===== src/rtl/data_memory_pkg.sv =====
// Shared constants and encodings for the data memory burst master
// and the load/store address decode.
package data_memory_pkg;

    localparam logic [31:0] BASE_ADDRESS_DEFAULT = 32'h1001_0000;
    localparam int          MEMORY_DEPTH_DEFAULT = 64;

    localparam logic DIR_READ  = 1'b0;
    localparam logic DIR_WRITE = 1'b1;

    typedef enum logic [1:0] {
        ST_IDLE  = 2'd0,
        ST_WRITE = 2'd1,
        ST_READ  = 2'd2,
        ST_DONE  = 2'd3
    } state_t;

endpackage


===== src/rtl/mem_addr_check.sv =====
// Range/alignment check of a burst against the attached RAM window.
// Also used by the core's load/store decode.
module mem_addr_check
    import data_memory_pkg::*;
#(
    parameter int                    MEMORY_DEPTH = MEMORY_DEPTH_DEFAULT,
    parameter int                    DATA_WIDTH   = 32,
    parameter int                    LEN_WIDTH    = 7,
    parameter logic [DATA_WIDTH-1:0] BASE_ADDRESS = BASE_ADDRESS_DEFAULT
) (
    input  logic [DATA_WIDTH-1:0] start_addr,
    input  logic [LEN_WIDTH-1:0]  length,
    output logic                  valid,
    output logic [DATA_WIDTH-1:0] word_index
);

    logic [DATA_WIDTH-1:0] offset;
    logic [DATA_WIDTH:0]   end_index;
    logic                  aligned;
    logic                  above_base;
    logic                  fits;

    // One extra bit on the end index so a huge offset cannot wrap into range
    always_comb begin
        offset     = start_addr - BASE_ADDRESS;
        word_index = offset >> 2;
        end_index  = {1'b0, word_index}
                   + (DATA_WIDTH+1)'(length);
        aligned    = (start_addr[1:0] == 2'b00);
        above_base = (start_addr >= BASE_ADDRESS);
        fits       = (end_index <= (DATA_WIDTH+1)'(MEMORY_DEPTH));
        valid      = aligned && above_base && fits;
    end

endmodule


===== src/rtl/data_memory_master.sv =====
// Burst initiator for the 64-word data RAM: write bursts from a
// valid/ready stream, read bursts out through a one-entry register.
module data_memory_master
    import data_memory_pkg::*;
#(
    parameter int                    MEMORY_DEPTH = MEMORY_DEPTH_DEFAULT,
    parameter int                    DATA_WIDTH   = 32,
    parameter logic [DATA_WIDTH-1:0] BASE_ADDRESS = BASE_ADDRESS_DEFAULT,
    parameter int                    LEN_WIDTH    = 7
) (
    input  logic                  clk,
    input  logic                  reset,
    input  logic                  Start_i,
    input  logic                  Dir_i,
    input  logic [DATA_WIDTH-1:0] Start_Addr_i,
    input  logic [LEN_WIDTH-1:0]  Length_i,
    output logic                  Busy_o,
    output logic                  Done_o,
    output logic                  Error_o,
    input  logic                  Wr_Valid_i,
    input  logic [DATA_WIDTH-1:0] Wr_Data_i,
    output logic                  Wr_Ready_o,
    output logic                  Rd_Valid_o,
    output logic [DATA_WIDTH-1:0] Rd_Data_o,
    input  logic                  Rd_Ready_i,
    output logic                  Mem_Write_Enable_o,
    output logic [DATA_WIDTH-1:0] Mem_Address_o,
    output logic [DATA_WIDTH-1:0] Mem_Write_Data_o,
    input  logic [DATA_WIDTH-1:0] Mem_Read_Data_i
);

    localparam logic [DATA_WIDTH-1:0] WORD_BYTES = DATA_WIDTH'(4);
    localparam logic [LEN_WIDTH-1:0]  LEN_ONE    = LEN_WIDTH'(1);

    state_t                state_q;
    state_t                state_n;
    logic [DATA_WIDTH-1:0] addr_q;
    logic [DATA_WIDTH-1:0] addr_n;
    logic [LEN_WIDTH-1:0]  remaining_q;
    logic [LEN_WIDTH-1:0]  remaining_n;
    logic                  error_q;
    logic                  error_n;
    logic                  rd_valid_q;
    logic                  rd_valid_n;
    logic [DATA_WIDTH-1:0] rd_data_q;
    logic [DATA_WIDTH-1:0] rd_data_n;

    logic                  cmd_valid;
    logic [DATA_WIDTH-1:0] word_index;
    logic                  words_left;
    logic                  rd_drain;
    logic                  rd_capture;

    mem_addr_check #(
        .MEMORY_DEPTH (MEMORY_DEPTH),
        .DATA_WIDTH   (DATA_WIDTH),
        .LEN_WIDTH    (LEN_WIDTH),
        .BASE_ADDRESS (BASE_ADDRESS)
    ) u_addr_check (
        .start_addr (Start_Addr_i),
        .length     (Length_i),
        .valid      (cmd_valid),
        .word_index (word_index)
    );

    assign words_left = (remaining_q != '0);
    assign rd_drain   = rd_valid_q && Rd_Ready_i;
    assign rd_capture = words_left && (!rd_valid_q || Rd_Ready_i);

    always_ff @(posedge clk) begin
        if (reset) begin
            state_q     <= ST_IDLE;
            addr_q      <= BASE_ADDRESS;
            remaining_q <= '0;
            error_q     <= 1'b0;
            rd_valid_q  <= 1'b0;
            rd_data_q   <= '0;
        end else begin
            state_q     <= state_n;
            addr_q      <= addr_n;
            remaining_q <= remaining_n;
            error_q     <= error_n;
            rd_valid_q  <= rd_valid_n;
            rd_data_q   <= rd_data_n;
        end
    end

    always_comb begin
        state_n     = state_q;
        addr_n      = addr_q;
        remaining_n = remaining_q;
        error_n     = error_q;
        rd_valid_n  = rd_valid_q;
        rd_data_n   = rd_data_q;

        unique case (state_q)
            ST_IDLE: begin
                if (Start_i) begin
                    error_n = !cmd_valid;
                    if (!cmd_valid || Length_i == '0) begin
                        state_n = ST_DONE;
                    end else begin
                        // Rebuilt from the index so the low bits are clean
                        addr_n      = BASE_ADDRESS + (word_index << 2);
                        remaining_n = Length_i;
                        state_n     = (Dir_i == DIR_WRITE)
                                    ? ST_WRITE : ST_READ;
                    end
                end
            end
            ST_WRITE: begin
                if (Wr_Valid_i) begin
                    addr_n      = addr_q + WORD_BYTES;
                    remaining_n = remaining_q - LEN_ONE;
                    if (remaining_q == LEN_ONE) begin
                        state_n = ST_DONE;
                    end
                end
            end
            ST_READ: begin
                if (rd_drain) begin
                    rd_valid_n = 1'b0;
                end
                if (rd_capture) begin
                    rd_valid_n  = 1'b1;
                    rd_data_n   = Mem_Read_Data_i;
                    addr_n      = addr_q + WORD_BYTES;
                    remaining_n = remaining_q - LEN_ONE;
                end else if (!words_left && rd_drain) begin
                    state_n = ST_DONE;
                end
            end
            ST_DONE: begin
                error_n = 1'b0;
                state_n = ST_IDLE;
            end
            default: begin
                state_n = ST_IDLE;
            end
        endcase
    end

    always_comb begin
        Busy_o             = (state_q != ST_IDLE);
        Done_o             = (state_q == ST_DONE);
        Error_o            = Done_o && error_q;
        Wr_Ready_o         = (state_q == ST_WRITE);
        Mem_Write_Enable_o = Wr_Ready_o && Wr_Valid_i && !reset;
        Mem_Address_o      = addr_q;
        Mem_Write_Data_o   = Wr_Data_i;
        Rd_Valid_o         = rd_valid_q;
        Rd_Data_o          = rd_data_q;
    end

endmodule

===== config.mk =====
export PLATFORM = sky130hd
export DESIGN_NAME = data_memory_master
export DESIGN_NICKNAME = d
export VERILOG_FILES = /design/src/rtl/data_memory_pkg.sv /design/src/rtl/mem_addr_check.sv /design/src/rtl/data_memory_master.sv
export SDC_FILE = /design/constraint.sdc
export NUM_CORES = 1
export LEC_CHECK = 0
export CAP_MARGIN = 15
export CORE_ASPECT_RATIO = 1.75
export CORE_MARGIN = 2
export CORE_UTILIZATION = 50
export DETAILED_ROUTE_END_ITERATION = 8
export PLACE_DENSITY_LB_ADDON = 0.2
export SYNTH_ARGS = -nofsm -noshare
export SYNTH_HDL_FRONTEND = slang
export SYNTH_SLANG_ARGS = --single-unit

===== constraint.sdc =====
create_clock -name clk -period 5.9 [get_ports clk]
set_input_delay 0.59 -clock clk [delete_from_list [all_inputs] [get_ports clk]]
set_output_delay 0.59 -clock clk [all_outputs]
set_load 0.02 [all_outputs]

; ---- Word-level counts from Yosys, hierarchy flattened
; Index checks and enable logic that the tools add are counted.
[word_totals]
out_inout_bits = 102
ff_bits = 75
input_bits = 109
elab_cells = 73
[op_classes]
muxes = 22
n_eq_ne = 11
addsub = 5
n_reduce_logical = 27
n_lt_le_gt_ge = 2
[op_table]
columns = op, count
row1 = 32-bit 2-to-1 mux, 4
row2 = 32-bit case mux with 3 select lines, 1
row3 = "33-bit by 7-bit less-or-equal comparator with 1-bit output, second input constant", 1
row4 = "29-bit by 32-bit adder with 32-bit output, first input constant", 1
row5 = "32-bit by 3-bit adder with 32-bit output, second input constant", 1
row6 = "32-bit by 29-bit >= comparator with 1-bit output, second input constant", 1
row7 = "32-bit by 29-bit subtractor with 32-bit output, second input constant", 1
row8 = 30-bit by 7-bit adder with 31-bit output, 1
row9 = 7-bit 2-to-1 mux, 4
row10 = 7-bit case mux with 3 select lines, 1
row11 = 2-bit 2-to-1 mux, 7
row12 = "2-bit inequality test, second input constant", 6
row13 = 5-bit AND reduction, 2
row14 = 1-bit logical AND, 8
row15 = 2-bit case mux with 4 select lines, 1
row16 = "7-bit by 1-bit equality test with 1-bit output, second input constant", 1
row17 = 7-bit logical NOT, 1
row18 = 7-bit nonzero test, 1
row19 = "7-bit by 1-bit subtractor with 7-bit output, second input constant", 1
row20 = 2-bit AND reduction, 3
row21 = 2-bit nonzero test, 3
row22 = "2-bit equality test, second input constant", 2
row23 = 1-bit logical NOT, 4
row24 = 2-bit logical NOT, 2
row25 = other kinds (6), 9

; ---- Depth between registers and ports, before layout
; Gate-level depths: netlist of the first run.
[logic_depth]
ltp_word = 9
ltp_mapped = 15
depth_no_buf = 13

; ---- Modules after synthesis
; A second synthesis of the first run with hierarchy kept.
[hier_totals]
cells_unflattened = 814
area_unflattened_um2 = 5968.2
[by_module_without_submodules]
columns = module, instances, seq_area_each_um2, area_each_um2, cells_each
row1 = data_memory_master, 1, 1461.4, 4438.0, 590
row2 = mem_addr_check, 1, 0.0, 1530.2, 224

; ---- Worst setup path after synthesis of the first run
; Ideal clock, no wire load.
[synth_path]
kind = input-to-reg
start = input Start_Addr_i[16]
end = register state_q[0]
setup_time_ns = 0.117
slack_ns = 1.893
arrival_time_ns = 3.890
n_path_buf = 1
required_ns = 5.783
stages = 13
cell_sequence = clkbuf_1 > inv_1 > ha_1 > or4b_1 > a311o_1 > a21o_4 > or4b_4 > mux2i_1 > a211o_1 > nor3_2 > nand4_1 > or4b_1 > a22o_1
[synth_between]
elab_chain_len = 9
elab_cells_between_ends = 11
cone_classes = add/sub (2) / order compare (2) / mux (3) / reduce/logical (4)
[synth_lines]
columns = item, line_no
row1 = start: declaration, data_memory_master.sv:15  ; input logic [DATA_WIDTH-1:0] Start_Addr_i,
row2 = 32-bit by 29-bit subtractor with 32-bit output, mem_addr_check.sv:25  ; offset = start_addr - BASE_ADDRESS;
row3 = 30-bit by 7-bit adder with 31-bit output, mem_addr_check.sv:28  ; + (DATA_WIDTH+1)'(length);
row4 = 33-bit by 7-bit less-or-equal comparator with 1-bit output, mem_addr_check.sv:31  ; fits = (end_index <= (DATA_WIDTH+1)'(MEMORY_DEPTH));
row5 = 1-bit logical AND *, mem_addr_check.sv:32  ; valid = aligned && above_base && fits;
row6 = 1-bit logical NOT *, data_memory_master.sv:100  ; if (!cmd_valid || Length_i == '0) begin
row7 = 1-bit logical OR *, data_memory_master.sv:100
row8 = 2-bit 2-to-1 mux *, data_memory_master.sv:100
row9 = 2-bit 2-to-1 mux *, data_memory_master.sv:98  ; if (Start_i) begin
row10 = 2-bit case mux with 4 select lines *, data_memory_master.sv:96  ; unique case (state_q)
row11 = end signal: assignment, data_memory_master.sv:79  ; state_q <= state_n;
row12 = end: declaration, data_memory_master.sv:35  ; state_t state_q;
; Every way passes the cells marked *; elsewhere a longest branch is shown, timed or not. The select of a mux whose other input is x is not followed.
; A chain may end at the register's enable or synchronous reset.

; ---- Worst setup path in the final report of the first run
[layout_path]
start = input Start_Addr_i[16]
end = register remaining_q[0]
[layout_between]
elab_chain_len = 8
elab_cells_between_ends = 10
cone_classes = add/sub (2) / order compare (2) / eq/ne (1) / reduce/logical (5)
[layout_lines]
columns = item, line_no
row1 = 32-bit by 29-bit subtractor with 32-bit output, mem_addr_check.sv:25
row2 = 30-bit by 7-bit adder with 31-bit output, mem_addr_check.sv:28
row3 = 33-bit by 7-bit less-or-equal comparator with 1-bit output, mem_addr_check.sv:31
row4 = 1-bit logical AND *, mem_addr_check.sv:32
row5 = 1-bit logical NOT *, data_memory_master.sv:100
row6 = 1-bit logical OR *, data_memory_master.sv:100
row7 = 2-bit inequality test (no line) *, -
row8 = 5-bit AND reduction (no line) *, -
row9 = end signal: assignment, data_memory_master.sv:81  ; remaining_q <= remaining_n;
row10 = end: declaration, data_memory_master.sv:39  ; logic [LEN_WIDTH-1:0] remaining_q;
; Every way passes the cells marked *; elsewhere a longest branch is shown, timed or not.

==> results of run 1 <==
==> stage by stage <==
| step | power [mW] | setup WS (ns) | area, sq um | utilization |
|---|---|---|---|---|
| finish | 2.998 | 0.9710 | 7426 | 0.6412 |
| global placement | 2.450 | 0.8360 | 7147 | 0.6171 |
| detailed placement | 2.497 | 0.6740 | 7147 | 0.6171 |
| CTS | 2.988 | 0.9982 | 7411 | 0.6399 |
| global route | 3.212 | 0.7059 | 7426 | 0.6412 |
| floorplan | 1.955 | 1.893 | 5954 | - |
==> logic make-up (layout without fill, tap and decap cells) <==
group / Yosys count / after routing
and+or+nand+nor: 357 / 357
AOI/OAI and AO/OA: 221 / 221
buffers and inverters: 106 / 188
DFF: 73 / 73
xor gates and xnor gates: 38 / 38
adders and majority gates: 19 / 19
muxes: 6 / 6
other: 1 / 2
==> synthesized netlist by cell type (10+ instances only) <==
library cell,number
nand3_1,32
a32o_1,15
inv_1,21
buf_4,38
clkbuf_1,38
nand2_1,136
nor2_1,67
nand4_1,13
o21ai_1,16
o21ai_0,29
dfxtp_1,73
ha_1,18
nor4_1,10
xor2_1,16
nor3_1,22
a21oi_1,85
and3_1,13
a211oi_1,10
xnor2_1,22
==> report_power, final <==
part | internal (mW) | total (mW) | switching, mW
Combinational | 0.693 | 1.68 | 0.983
Clock | 0.292 | 0.484 | 0.192
Sequential | 0.660 | 0.838 | 0.178
==> worst register-to-register path: stages, from the launching register on <==
cell,delay [ns]
dfxtp_1,0.38
inv_1,0.15
ha_1,0.24
nand2_1,0.11
nand2_1,0.07
a221o_1,0.43
nor3_1,0.22
nand3b_1,0.14
o22ai_4,0.43
buf_4,0.35
o21ai_1,0.13
a221oi_2,0.30
==> worst max-delay path by stage <==
stage,endpoint,cells after the start,start
after floorplan,state_q[0],13,Start_Addr_i[16]
after global placement,Mem_Address_o[9],14,Start_Addr_i[16]
after detailed placement,remaining_q[0],14,Start_Addr_i[16]
after CTS,remaining_q[0],14,Start_Addr_i[16]
after global routing,remaining_q[0],14,Start_Addr_i[16]
final,remaining_q[0],14,Start_Addr_i[16]
==> registers in the layout (all words and copies together), names as in the netlist <==
signal,flops
error_q,1
state_q,2
Mem_Address_o,30
Rd_Valid_o,1
Rd_Data_o,32
remaining_q,7
==> cell type report <==
class | instances | share of cell area
clock buffers | 12 | 0.03319
inverters | 22 | 0.01112
repair buffers | 151 | 0.2032
clock inverters | 3 | 0.002359
well taps | 135 | 0.02275
multi-input cells | 643 | 0.5306
flip-flops and latches | 73 | 0.1968
==> metal layers <==
metal,track usage,share of wire,up-vias
met1,0.2908,0.37,2952
met2,0.4885,0.51,270
li1,-,-,3068
met4,0.1977,0.065,0
met3,0.04495,0.050,79
met5,0,0,-
==> cells in the final DEF, fill, tap and decap left out, types with 4 or more instances in the layout <==
master           netlist  routed
clkdlybuf4s50_1        0     143
nand2_1              136     136
a21oi_1               85      85
dfxtp_1               73      73
nor2_1                67      67
nand3_1               32      32
o21ai_0               29      29
nor3_1                22      22
xnor2_1               22      22
inv_1                 21      21
ha_1                  18      18
xor2_1                16      16
o21ai_1               16      16
a32o_1                15      15
and3_1                13      13
nand4_1               13      13
nor4_1                10      10
a211oi_1              10      10
nor2b_1                9       9
or3_1                  9       9
a211oi_2               9       9
clkbuf_16              0       9
a21o_1                 7       7
nand2b_1               5       5
mux2i_1                5       5
nand4b_1               5       5
or4_1                  5       5
buf_4                 38       5
and2_1                 4       4
nand3b_1               4       4
or2_2                  4       4
o2111ai_1              4       4
==> flow_metrics.tcl, run 1 <==
set metrics [dict create \
    reg2reg_to "remaining_q[0]" \
    cts_root_buf "clkbuf_16" \
    grtUsageTotal 0.2774 \
    hpwl_mm 13.77 \
    cp.arrival_ns 5.17 \
    critPathCaptureType "flip-flop" \
    clk_transition_reported_paths_ns 0.05 \
    r2r_slack_ns 2.85 \
    layout_worst_path_cycle_share 0.8354 \
    rr_worst_depth 11 \
    via_count 6369 \
    synth_cell_type_count 78 \
    synth_top_area_frac 0.2456 \
    synth.avg_cell_area_sq_um 7.248 \
    muxShareOfSynthArea 0.01030 \
    n_fill_cell 1052 \
    async_reset_ff_frac 0 \
    portBuffers 144 \
    hp-start "Rd_Data_o[19]" \
    wl_mm 17.92 \
    ios 211 \
    syn_area_sq_um 5951 \
    max_stage_delay_ns 0.63 \
    drc_errors 1 \
    dpl.cell_count 1023 \
    cts_buffer_depth 2 \
    fin_hold_ws_ns 0.4503 \
    dieWidth_um 86.47 \
    critical_path_required_ns 6.14 \
    drt_iter0_drc 334 \
    finalSetupTns_ns 0 \
    synth_xor_area_frac 0.05593 \
    multi_input_area_sq_um 3940 \
    vias_per_cell 6.130 \
    ant_nets 0 \
    violations "design-rule violations" \
    ir_drop_uv 201.0 \
    dr.pass1.iters 7 \
    synth_top_family_by_area "simple AND/OR/NAND/NOR gates" \
    gp_congestion 0.9230 \
    path_delay_family "compound AO/OA/AOI/OAI gates" \
    drive_gt1_frac 0.05973 \
    hold_depth 2 \
    slew_headroom 0.2690 \
    avgRoutedWirePerCell_um 17.24 \
    post-cts-setup-buffers 0 \
    fin_cells 1039 \
    hold_viol 0 \
    slew_violations 0 \
    grt_pass1_wl_mm 28.92 \
    worstSetupPathType "input pin to flip-flop" \
    synth_edf_count 0 \
    status "complete, but fails checks" \
    ys.flop_type "dfxtp_1" \
    fmax_mhz 202.9 \
    min_path_type "flip-flop to flip-flop" \
    cpMaxStageDelayCell "clkdlybuf4s50_1" \
    antenna_found_initial 0 \
    synth_compound_area_frac 0.2540 \
    synthTopCellsByArea "dfxtp_1, nand2_1, a21oi_1, buf_4, nor2_1" \
    r2r_start "remaining_q[0]" \
    grt_max_degree 72 \
    crit_buf_inv 3 \
    postCtsHoldBufs 0 \
    critical_path.cell_chain "clkdlybuf4s50_1 > inv_1 > ha_1 > or4b_1 > a311o_1 > a21o_4 > or4b_4 > mux2i_1 > nor2b_1 > nand4b_1 > o22ai_4 > buf_4 > o21ai_1 > a221oi_2" \
    cts_resized 0 \
    p_leak_nw 2.593 \
    rsz0062_at_grt "false" \
    cts_max_level 3 \
    syn-instance-count 821 \
    yosys.area_share.adder 0.04121 \
    diodes 0 \
    seq_area_frac_synth 0.2456 \
    area_growth_pct 24.79 \
    rows 52 \
    final-setup-viol-count 0 \
    critPathMaxFanout 20 \
    ys_ff_latch 73 \
    num-nets-final 1028 \
    period_needed_ns 4.929 \
    finalClockSkew_ns 0.006314 \
    synth_top_cell_by_area "dfxtp_1" \
    max-cap-violations 0 \
    min_to "Rd_Data_o[19]" \
    die_area_sq_um 12820 \
    ys_warn_count 0 \
    cts_tree "yes" \
    clk_latency_ns 0.33 \
    register_area_sq_um 1461 \
    cts_buffers 9 \
    grt-ovfl-total 0 \
    grt_pass1_vias 6178 \
    cp-start-kind "input pin" \
    core-area_sq_um 11580 \
    initial_core_util 0.5138 \
    cts_sinks 73 \
    synthSimpleGateAreaFrac 0.2981 \
    die_y_um 148.3 \
    power_density_nw_per_um2 403.8 \
    worst_slew_pin_slew_ns 1.096 \
]
Note: power is estimated with default switching activity, not from simulation.
==> run 2, diff against run 1 <==
--- a/config.mk
+++ b/config.mk
@@ -8,7 +8,7 @@
 export CAP_MARGIN = 15
 export CORE_ASPECT_RATIO = 1.75
 export CORE_MARGIN = 2
-export CORE_UTILIZATION = 50
+export CORE_UTILIZATION = 42
 export DETAILED_ROUTE_END_ITERATION = 8
 export PLACE_DENSITY_LB_ADDON = 0.2
 export SYNTH_ARGS = -nofsm -noshare
==> constraint.sdc (replaced) <==
create_clock -name clk -period 4.3 [get_ports clk]
set_input_delay 0.43 -clock clk [delete_from_list [all_inputs] [get_ports clk]]
set_output_delay 0.43 -clock clk [all_outputs]
set_load 0.02 [all_outputs]
==> run 2 against run 1 <==
Effect of this change:
- the run now ends clean
- combinational power grew 40%
- largest cell class unchanged
- clock skew is essentially flat
- critical path type unchanged
- power grew 42%
==> flow_metrics.tcl, run 2 (synthesized netlist as in run 1, its figures left out) <==
set metrics [dict create \
    p_leak_nw 2.777 \
    worst_slew_pin_slew_ns 1.146 \
    ir_drop_uv 298.8 \
    register_area_sq_um 1461 \
    rsz0062_at_grt "false" \
    fmax_mhz 251.9 \
    drt_iter0_drc 391 \
    fin_cells 1118 \
    grt_pass1_wl_mm 29.10 \
    finish.utilization 0.5630 \
    gp_congestion 0.8774 \
    clk_transition_reported_paths_ns 0.06 \
    via_count 6354 \
    power_density_nw_per_um2 546.7 \
    ios 211 \
    largest_register_ffs 32 \
    clk_latency_ns 0.34 \
    post-cts-setup-buffers 0 \
    final-setup-viol-count 0 \
    multi_input_area_sq_um 3943 \
    final_area_sq_um 7790 \
    dr.pass1.iters 5 \
    avgRoutedWirePerCell_um 16.64 \
    cts_tree "yes" \
    num-nets-final 1064 \
    crit_buf_inv 3 \
    critical_path_required_ns 4.53 \
    cts_root_buf "clkbuf_16" \
    cp-start-kind "input pin" \
    diodes 0 \
    dpl.cell_count 1102 \
    grt_pass1_vias 5981 \
    finalSetupTns_ns 0 \
    cts_buffer_depth 2 \
    critical_path.cell_chain "clkdlybuf4s50_1 > inv_1 > ha_1 > buf_4 > nor4b_4 > nand2_1 > o311ai_0 > or4b_4 > mux2i_1 > a211o_1 > nor3_2 > nand4_1 > or4b_1 > a22o_1" \
    die_area_sq_um 15170 \
    worstSetupPathType "input pin to flip-flop" \
    area_growth_pct 30.91 \
    finalWorstSetupSlack_ns 0.3295 \
    final_common_cell "clkdlybuf4s50_1" \
    slew_violations 0 \
    finalClockSkew_ns 0.006455 \
    cpMaxStageDelayCell "or4b_4" \
    drc_errors 0 \
    path_delay_family "simple AND/OR/NAND/NOR gates" \
    dieWidth_um 93.98 \
    core-area_sq_um 13840 \
    die_y_um 161.5 \
    slew_headroom 0.2357 \
    placed_cell_area_sq_um 7492 \
    period_needed_ns 3.970 \
    grt-ovfl-total 0 \
    fin_hold_ws_ns 0.4502 \
    wl_mm 18.60 \
    cts_max_level 3 \
    ant_nets 0 \
    grt_max_degree 72 \
    layout_worst_path_cycle_share 0.9234 \
    vias_per_cell 5.683 \
    cp.arrival_ns 4.20 \
    cts_sinks 73 \
    drive_gt1_frac 0.09883 \
    cts_buffers 9 \
    final_cell_mix "clkdlybuf4s50_1, nand2_1, a21oi_1" \
    max_stage_delay_ns 0.54 \
    hold_viol 0 \
    critPathMaxFanout 13 \
    hpwl_mm 14.37 \
    place_ws_ns 0.03664 \
    postCtsHoldBufs 0 \
    max-cap-violations 0 \
    initial_core_util 0.4301 \
    portBuffers 144 \
    finalPower_mw 4.259 \
    n_fill_cell 1369 \
    cts_resized 0 \
    status "finished clean" \
    critPathCaptureType "flip-flop" \
    min_path_type "flip-flop to flip-flop" \
    grtUsageTotal 0.2390 \
    antenna_found_initial 0 \
    rows 57 \
]
## run 2: cell type report
type | count | area share
flip-flops and latches | 73 | 0.1876
clock buffers | 11 | 0.03116
clock inverters | 5 | 0.007067
well taps | 177 | 0.02843
repair buffers | 187 | 0.2290
multi-input cells | 643 | 0.5061
inverters | 22 | 0.01060
## run 2: worst register-to-register path, cell delays in order, from the launching register on
cell and delay, ns:
dfxtp_1 0.41, inv_1 0.16, ha_1 0.25, nand2_1 0.12
nand2_1 0.08, a221o_1 0.46, nor3_1 0.29, nand3b_1 0.15
o22ai_4 0.20, buf_12 0.25, o21ai_1 0.11, a32o_1 0.28
## run 2: power by group
group / internal (mW) / total [mW] / switching, mW
logic: 0.980 / 2.35 / 1.37
clock network: 0.463 / 0.752 / 0.289
registers: 0.905 / 1.16 / 0.252
total: 2.35 / 4.26 / 1.91
## run 2: path summary, 6_finish.rpt
| kind | startpoint | to | slack (ns) | cells past startpoint |
|---|---|---|---|---|
| worst min register to register | Rd_Data_o[7] | Rd_Data_o[7] | 0.45 | 2 |
| worst min-delay path | Rd_Data_o[7] | Rd_Data_o[7] | 0.45 | 2 |
| worst max register to register | remaining_q[0] | Mem_Address_o[7] | 1.46 | 11 |
| worst max-delay path | Start_Addr_i[16] | state_q[0] | 0.33 | 14 |
## run 2: per-layer routing
layer / GRT usage / routed length [um] / up-vias
li1: - / - / 3142
met1: 0.2493 / 7136 / 2969
met2: 0.4409 / 9639 / 198
met3: 0.04058 / 906 / 45
met4: 0.1318 / 921 / 0
met5: 0 / 0 / -
